## src/rtl/crc_serial_engine_pkg.sv

```systemverilog
// Shared types and helpers for the serial CRC engine: FSM states, default
// polynomial/seed, and the single-bit LFSR step.
package crc_pkg;

  typedef enum logic [1:0] {
    IDLE,
    SHIFT,
    OUT,
    REPORT
  } state_t;

  localparam logic [7:0] DEF_POLY = 8'h44;
  localparam logic [7:0] DEF_SEED = 8'hD8;

  // One LSB-first Galois step on the low `width` bits; upper bits return 0.
  function automatic logic [31:0] crc_step(input logic [31:0] lfsr,
                                           input logic [31:0] poly,
                                           input int unsigned width,
                                           input logic        din);
    logic        fb;
    logic [31:0] low_mask;
    logic [31:0] nxt;
    fb       = din ^ lfsr[0];
    low_mask = (32'd1 << (width - 1)) - 32'd1;
    nxt      = ((lfsr >> 1) ^ ({32{fb}} & poly)) & low_mask;
    nxt      = nxt | ({31'b0, fb} << (width - 1));
    return nxt;
  endfunction

endpackage

```

## src/rtl/crc_serial_engine_if.sv

```systemverilog
// Serial frame / CRC bundle between the framer side and the CRC engine.
interface crc_serial_engine_if #(
  parameter int unsigned LEN_W = 16
);
  logic             DATA;
  logic             ACTIVE;
  logic             MODE;
  logic             CRC;
  logic             Valid;
  logic             Done;
  logic             Error;
  logic             Busy;
  logic [LEN_W-1:0] Len;

  modport master (
    output DATA, ACTIVE, MODE,
    input  CRC, Valid, Done, Error, Busy, Len
  );

  modport slave (
    input  DATA, ACTIVE, MODE,
    output CRC, Valid, Done, Error, Busy, Len
  );
endinterface

```

## src/rtl/crc_serial_engine_lfsr_core.sv

```systemverilog
// CRC remainder register: seed load, data step (optionally from the seed in
// the same cycle) and zero-filled right shift for serial readout.
module crc_lfsr_core
  import crc_pkg::*;
#(
  parameter int unsigned          CRC_W = 8,
  parameter logic [CRC_W-1:0]     POLY  = CRC_W'(DEF_POLY),
  parameter logic [CRC_W-1:0]     SEED  = CRC_W'(DEF_SEED)
) (
  input  logic clk,
  input  logic rst_n,
  input  logic load_seed,
  input  logic step_en,
  input  logic shift_en,
  input  logic din,
  output logic lsb,
  output logic zero
);

  logic [CRC_W-1:0] lfsr_q;
  logic [CRC_W-1:0] lfsr_d;
  logic [CRC_W-1:0] step_base;
  logic [31:0]      stepped;

  // load_seed together with step_en steps from SEED, not from the old remainder.
  always_comb begin
    step_base = load_seed ? SEED : lfsr_q;
    stepped   = crc_step(32'(step_base), 32'(POLY), CRC_W, din);
    lfsr_d    = lfsr_q;
    if (step_en) begin
      lfsr_d = stepped[CRC_W-1:0];
    end else if (shift_en) begin
      lfsr_d = lfsr_q >> 1;
    end else if (load_seed) begin
      lfsr_d = SEED;
    end
  end

  always_ff @(posedge clk or negedge rst_n) begin
    if (!rst_n) begin
      lfsr_q <= SEED;
    end else begin
      lfsr_q <= lfsr_d;
    end
  end

  assign lsb  = lfsr_q[0];
  assign zero = (lfsr_q == '0);

endmodule

```

## src/rtl/crc_serial_engine.sv

```systemverilog
// Serial CRC engine: generates and shifts out a frame CRC, or checks a frame
// with its appended CRC and reports pass/fail.
module crc_serial_engine
  import crc_pkg::*;
#(
  parameter int unsigned      CRC_W = 8,
  parameter logic [CRC_W-1:0] POLY  = CRC_W'(DEF_POLY),
  parameter logic [CRC_W-1:0] SEED  = CRC_W'(DEF_SEED),
  parameter int unsigned      LEN_W = 16
) (
  input  logic                CLK,
  input  logic                RST,
  crc_serial_engine_if.slave  bus
);

  localparam int unsigned      CNT_W    = $clog2(CRC_W + 1);
  localparam logic [CNT_W-1:0] CNT_LAST = CNT_W'(CRC_W - 1);

  state_t           state_q, state_d;
  logic [CNT_W-1:0] cnt_q, cnt_d;
  logic [LEN_W-1:0] len_q, len_d;
  logic             mode_q, mode_d;
  logic             error_q, error_d;

  logic load_seed;
  logic step_en;
  logic shift_en;
  logic start;
  logic lfsr_lsb;
  logic lfsr_zero;
  logic valid;

  crc_lfsr_core #(
    .CRC_W (CRC_W),
    .POLY  (POLY),
    .SEED  (SEED)
  ) u_core (
    .clk       (CLK),
    .rst_n     (RST),
    .load_seed (load_seed),
    .step_en   (step_en),
    .shift_en  (shift_en),
    .din       (bus.DATA),
    .lsb       (lfsr_lsb),
    .zero      (lfsr_zero)
  );

  always_ff @(posedge CLK or negedge RST) begin
    if (!RST) begin
      state_q <= IDLE;
      cnt_q   <= '0;
      len_q   <= '0;
      mode_q  <= 1'b0;
      error_q <= 1'b0;
    end else begin
      state_q <= state_d;
      cnt_q   <= cnt_d;
      len_q   <= len_d;
      mode_q  <= mode_d;
      error_q <= error_d;
    end
  end

  // Any ACTIVE outside SHIFT starts a frame; this also covers abort in OUT
  // and back-to-back start in REPORT after the per-state work below.
  always_comb begin
    state_d   = state_q;
    cnt_d     = cnt_q;
    len_d     = len_q;
    mode_d    = mode_q;
    error_d   = error_q;
    load_seed = 1'b0;
    step_en   = 1'b0;
    shift_en  = 1'b0;
    start     = bus.ACTIVE && (state_q != SHIFT);

    case (state_q)
      SHIFT: begin
        if (bus.ACTIVE) begin
          step_en = 1'b1;
          if (len_q != '1) len_d = len_q + 1'b1;
        end else begin
          state_d = mode_q ? REPORT : OUT;
          cnt_d   = '0;
        end
      end
      OUT: begin
        if (!bus.ACTIVE) begin
          shift_en = 1'b1;
          cnt_d    = cnt_q + 1'b1;
          if (cnt_q == CNT_LAST) state_d = IDLE;
        end
      end
      REPORT: begin
        error_d = !lfsr_zero;
        if (!bus.ACTIVE) begin
          load_seed = 1'b1;
          state_d   = IDLE;
        end
      end
      default: ;
    endcase

    if (start) begin
      load_seed = 1'b1;
      step_en   = 1'b1;
      mode_d    = bus.MODE;
      len_d     = LEN_W'(1);
      state_d   = SHIFT;
    end
  end

  always_comb begin
    valid     = (state_q == OUT) && !bus.ACTIVE;
    bus.Valid = valid;
    bus.CRC   = valid && lfsr_lsb;
    bus.Done  = (state_q == REPORT);
    bus.Error = (state_q == REPORT) ? !lfsr_zero : error_q;
    bus.Busy  = (state_q == SHIFT) || (state_q == OUT);
    bus.Len   = len_q;
  end

endmodule

```

## src/flat_wrapper.sv

```systemverilog
// flat-port wrapper written by rule: the top's interface ports become plain ports
module crc_serial_engine_flat import crc_pkg::*;
#(
  parameter int unsigned      CRC_W = 8,
  parameter logic [CRC_W-1:0] POLY  = CRC_W'(DEF_POLY),
  parameter logic [CRC_W-1:0] SEED  = CRC_W'(DEF_SEED),
  parameter int unsigned      LEN_W = 16
)
  (CLK, RST, bus_DATA, bus_ACTIVE, bus_MODE, bus_CRC, bus_Valid, bus_Done, bus_Error, bus_Busy, bus_Len);
  crc_serial_engine_if #(.LEN_W(LEN_W)) bus_i ();
  input  logic CLK;
  input  logic RST;
  input wire logic [$bits(bus_i.DATA)-1:0] bus_DATA;
  input wire logic [$bits(bus_i.ACTIVE)-1:0] bus_ACTIVE;
  input wire logic [$bits(bus_i.MODE)-1:0] bus_MODE;
  output wire logic [$bits(bus_i.CRC)-1:0] bus_CRC;
  output wire logic [$bits(bus_i.Valid)-1:0] bus_Valid;
  output wire logic [$bits(bus_i.Done)-1:0] bus_Done;
  output wire logic [$bits(bus_i.Error)-1:0] bus_Error;
  output wire logic [$bits(bus_i.Busy)-1:0] bus_Busy;
  output wire logic [$bits(bus_i.Len)-1:0] bus_Len;
  assign bus_i.DATA = bus_DATA;
  assign bus_i.ACTIVE = bus_ACTIVE;
  assign bus_i.MODE = bus_MODE;
  assign bus_CRC = bus_i.CRC;
  assign bus_Valid = bus_i.Valid;
  assign bus_Done = bus_i.Done;
  assign bus_Error = bus_i.Error;
  assign bus_Busy = bus_i.Busy;
  assign bus_Len = bus_i.Len;
  crc_serial_engine #(.CRC_W(CRC_W), .POLY(POLY), .SEED(SEED), .LEN_W(LEN_W)) u_core (.CLK(CLK), .RST(RST), .bus(bus_i));
endmodule
```

## config.mk

```make
export PLATFORM = sky130hd
export DESIGN_NAME = crc_serial_engine_flat
export DESIGN_NICKNAME = d
export VERILOG_FILES = /design/src/rtl/crc_serial_engine_pkg.sv /design/src/rtl/crc_serial_engine_if.sv /design/src/rtl/crc_serial_engine_lfsr_core.sv /design/src/rtl/crc_serial_engine.sv /design/src/flat_wrapper.sv
export SDC_FILE = /design/constraint.sdc
export NUM_CORES = 1
export LEC_CHECK = 0
export CAP_MARGIN = 10
export CORE_ASPECT_RATIO = 0.7
export CORE_MARGIN = 3
export CORE_UTILIZATION = 49
export CTS_BUF_LIST = sky130_fd_sc_hd__clkbuf_16
export DETAILED_ROUTE_END_ITERATION = 12
export PLACE_DENSITY_LB_ADDON = 0.05
export SYNTH_ARGS = -nofsm -noshare
export SYNTH_HDL_FRONTEND = slang
export SYNTH_HIERARCHICAL = 1
export SYNTH_SLANG_ARGS = --single-unit
export TNS_END_PERCENT = 10
```

## constraint.sdc

```tcl
create_clock -name CLK -period 1.9 [get_ports CLK]
set_input_delay 0.38 -clock CLK [delete_from_list [all_inputs] [get_ports CLK]]
set_output_delay 0.38 -clock CLK [all_outputs]
set_load 0.1 [all_outputs]
```

==> results_dict.tcl <==
set metrics [dict create \
    status "finished, violations left" \
    violations "setup timing" \
    io_buffer_count 25 \
    nFillCells 217 \
    stdcell_area_um2 3000 \
    tightest_slew_ns 0.467 \
    syn_area_per_cell_um2 9.17 \
    setup_viol 3 \
    drt-vias-per-instance 6.07 \
    grt_pass1_vias 1975 \
    rr_startpoint "u_core/bus.Len[0]$_DFFE_PN0P_" \
    clock_path_buffers 2 \
    netlist_instances 211 \
    final_antenna_net_count 0 \
    ys_ff_latch 32 \
    seq_area_um2 830 \
    crit_family "simple AND/OR/NAND/NOR gates" \
    min_from "u_core/mode_q$_DFFE_PN0P_" \
    synth_warnings 6 \
    start_kind "flip-flop" \
    cts_tree "yes" \
    synth.top_cell.area_share 0.362 \
    grt_setup_unrepaired "true" \
    worstSetupPathType "reg2out" \
    critPathMaxStageDelay_ns 0.56 \
    die_area_um2 4750 \
    coreArea_um2 3650 \
    maxSlewHeadroom 0.685 \
    synth_edf_count 0 \
    cts-root-buf "clkbuf_16" \
    worstSkewPairLatency_ns 0.28 \
    syn_area_um2 1940 \
    area_growth_syn_to_layout_pct 54.8 \
    die_x_um 81.1 \
    post_drt_wl_per_cell_um 17.8 \
    cts_made_buffers 5 \
    start_util 0.531 \
    fin_ws_ns -0.0667 \
    cp-end-kind "output pin" \
    fmax_ghz 0.508 \
    antenna_found_initial 0 \
    irDropWorstVdd_mv 2.04 \
    cts_hold_buf 0 \
    gp_congestion 0.853 \
    path_clk_slew_ns 0.05 \
    cp_cell_sequence "or4_4 -> nor2_4 -> mux2i_4 -> buf_12" \
    synth_seq_area_share 0.416 \
    dr.pass1.iters 5 \
    yosys.area.top_type "dfrtp_1" \
    dpl.hpwl_um 3980 \
    syn-num-nets 222 \
    cts_sinks 32 \
    grt_max_degree 33 \
    grt_pass1_wl_um 9680 \
    final_common_cell "buf_4" \
    cp_slowest_cell "or4_4" \
    dr.first_iter.drc_count 201 \
    antenna_cells 0 \
    finalClockSkew_ns 0.00350 \
    rows 18 \
    io-pin-count 26 \
    final_max_slew_viol_count 0 \
    cp-startpoint "u_core/u_core/lfsr_q[3]$_DFF_PN1_" \
    final_nets 288 \
    worst-path-max-fanout 2 \
    p_leak_nw 1.31 \
    multiInputGateArea_um2 1080 \
    drive_above_1_share 0.428 \
    maxCapViolCount 0 \
    synth_ff_type "dfrtp_1" \
    die-height_um 58.6 \
    htree_num_levels 2 \
    hold-worst-slack_ns 0.476 \
    finalCritPeriodShare 1.04 \
    holdCritPathClass "reg2reg" \
    crit_buf_inv 1 \
    fin_crit_ns 1.97 \
    fin_tns_setup_ns -0.132 \
    fin_total_pwr_mw 4.33 \
    drt-total-wl_um 5830 \
    worstPathArrival_ns 1.59 \
    synth_area_leaders "dfrtp_1 (36%), dfstp_2 (5.4%), nand2_1 (5.4%)" \
    crit_required_ns 1.52 \
    power_density_nw_per_um2 1440 \
    placed_area_um2 2730 \
    track_usage 0.274 \
    finalHoldViolations 0 \
    overflow 0 \
    vias 1990 \
    async_flop_share 1.00 \
    drcViolationCount 0 \
    final_cell_mix "buf_4 (40), nand2_1 (28), buf_12 (22)" \
    synth.distinct_cells 51 \
]
-- tightest hold or removal path, stage by stage (launching register included) --
cell,delay (ns)
dfrtp_1,0.34
nand2_1,0.05
nand2_1,0.05
-- synthesized netlist by cell type (2+ instances only) --
cell	instances
o2bb2ai_1	2
dfstp_2	4
a21oi_1	2
clkbuf_1	3
nor4_1	3
dfrtp_1	28
buf_2	3
or4_1	2
ha_1	6
a21o_1	4
o221ai_1	2
o21ai_0	11
a31oi_1	2
nor3_1	6
o211ai_1	2
nand4_1	6
nand3_1	8
a22o_1	3
a22o_2	5
mux2i_1	7
a221o_2	3
mux2_2	4
inv_1	17
a22oi_1	3
nand2b_1	5
nand2_1	28
nor2_1	18
-- final cells by class --
type / instances / area share
Clock buffer: 5 / 0.0418
Clock inverter: 3 / 0.0142
Inverter: 17 / 0.0213
Multi-Input combinational cell: 154 / 0.360
Sequential cell: 32 / 0.277
Tap cell: 50 / 0.0209
Timing Repair Buffer: 67 / 0.264
-- report_power, final --
| group | leakage, nW | switching, mW | internal, mW |
|---|---|---|---|
| Clock | 0.0798 | 0.299 | 0.615 |
| Sequential | 0.388 | 0.166 | 0.902 |
| Combinational | 0.838 | 1.38 | 0.968 |
| Total | 1.31 | 1.84 | 2.48 |
-- metrics by stage --
step | util | setup WS, ns | cells
after floorplan | - | -0.289 | 211
after global placement | 0.749 | -0.0297 | 312
after detailed placement | 0.749 | -0.100 | 312
after CTS | 0.817 | -0.0727 | 327
after global routing | 0.821 | -0.120 | 328
final | 0.821 | -0.0667 | 328
-- logic make-up (layout without fill, tap and decap cells) --
| family | Yosys count | after routing | synth area share |
|---|---|---|---|
| AO/OA/AOI/OAI | 50 | 50 | 0.205 |
| XOR/XNOR | 2 | 2 | 0.00905 |
| adder cells (fa/ha/maj) | 6 | 6 | 0.0388 |
| buffers and inverters | 25 | 92 | 0.0549 |
| flip-flops | 32 | 32 | 0.416 |
| multiplexers | 11 | 11 | 0.0595 |
| AND/OR/NAND/NOR | 85 | 85 | 0.217 |
-- registers in the layout (all words and copies together), names as in the netlist --
name / cells
u_core/bus.Len: 16
u_core/cnt_q: 4
u_core/state_q: 2
u_core/mode_q: 1
u_core/error_q: 1
u_core/u_core/lfsr_q: 8
-- metal layers --
layer / vias up / wire (um) / global-route usage
met4: 0 / 155 / 0.120
met1: 959 / 2560 / 0.375
li1: 904 / - / -
met2: 108 / 2630 / 0.416
met3: 19 / 484 / 0.0657
met5: - / 0 / 0
-- repair_timing --
action                     in CTS  in global routing
setup endpoints to repair       3                 19
pin swaps                       3                  1
setup buffers                   7                  1
gates resized for setup         7                  5
-- worst paths after layout --
check / endpoint / slack, ns / depth (start not counted)
max: bus_Error / -0.07 / 4
min: u_core/mode_q$_DFFE_PN0P_ / 0.48 / 2
max reg2reg: u_core/bus.Len[0]$_DFFE_PN0P_ / 0.01 / 5
min reg2reg: u_core/mode_q$_DFFE_PN0P_ / 0.48 / 2
max in group asynchronous: u_core/bus.Len[1]$_DFFE_PN0P_ / 1.06 / 2
min in group asynchronous: u_core/bus.Len[3]$_DFFE_PN0P_ / 0.51 / 2
(Power assumes the default switching activity.)
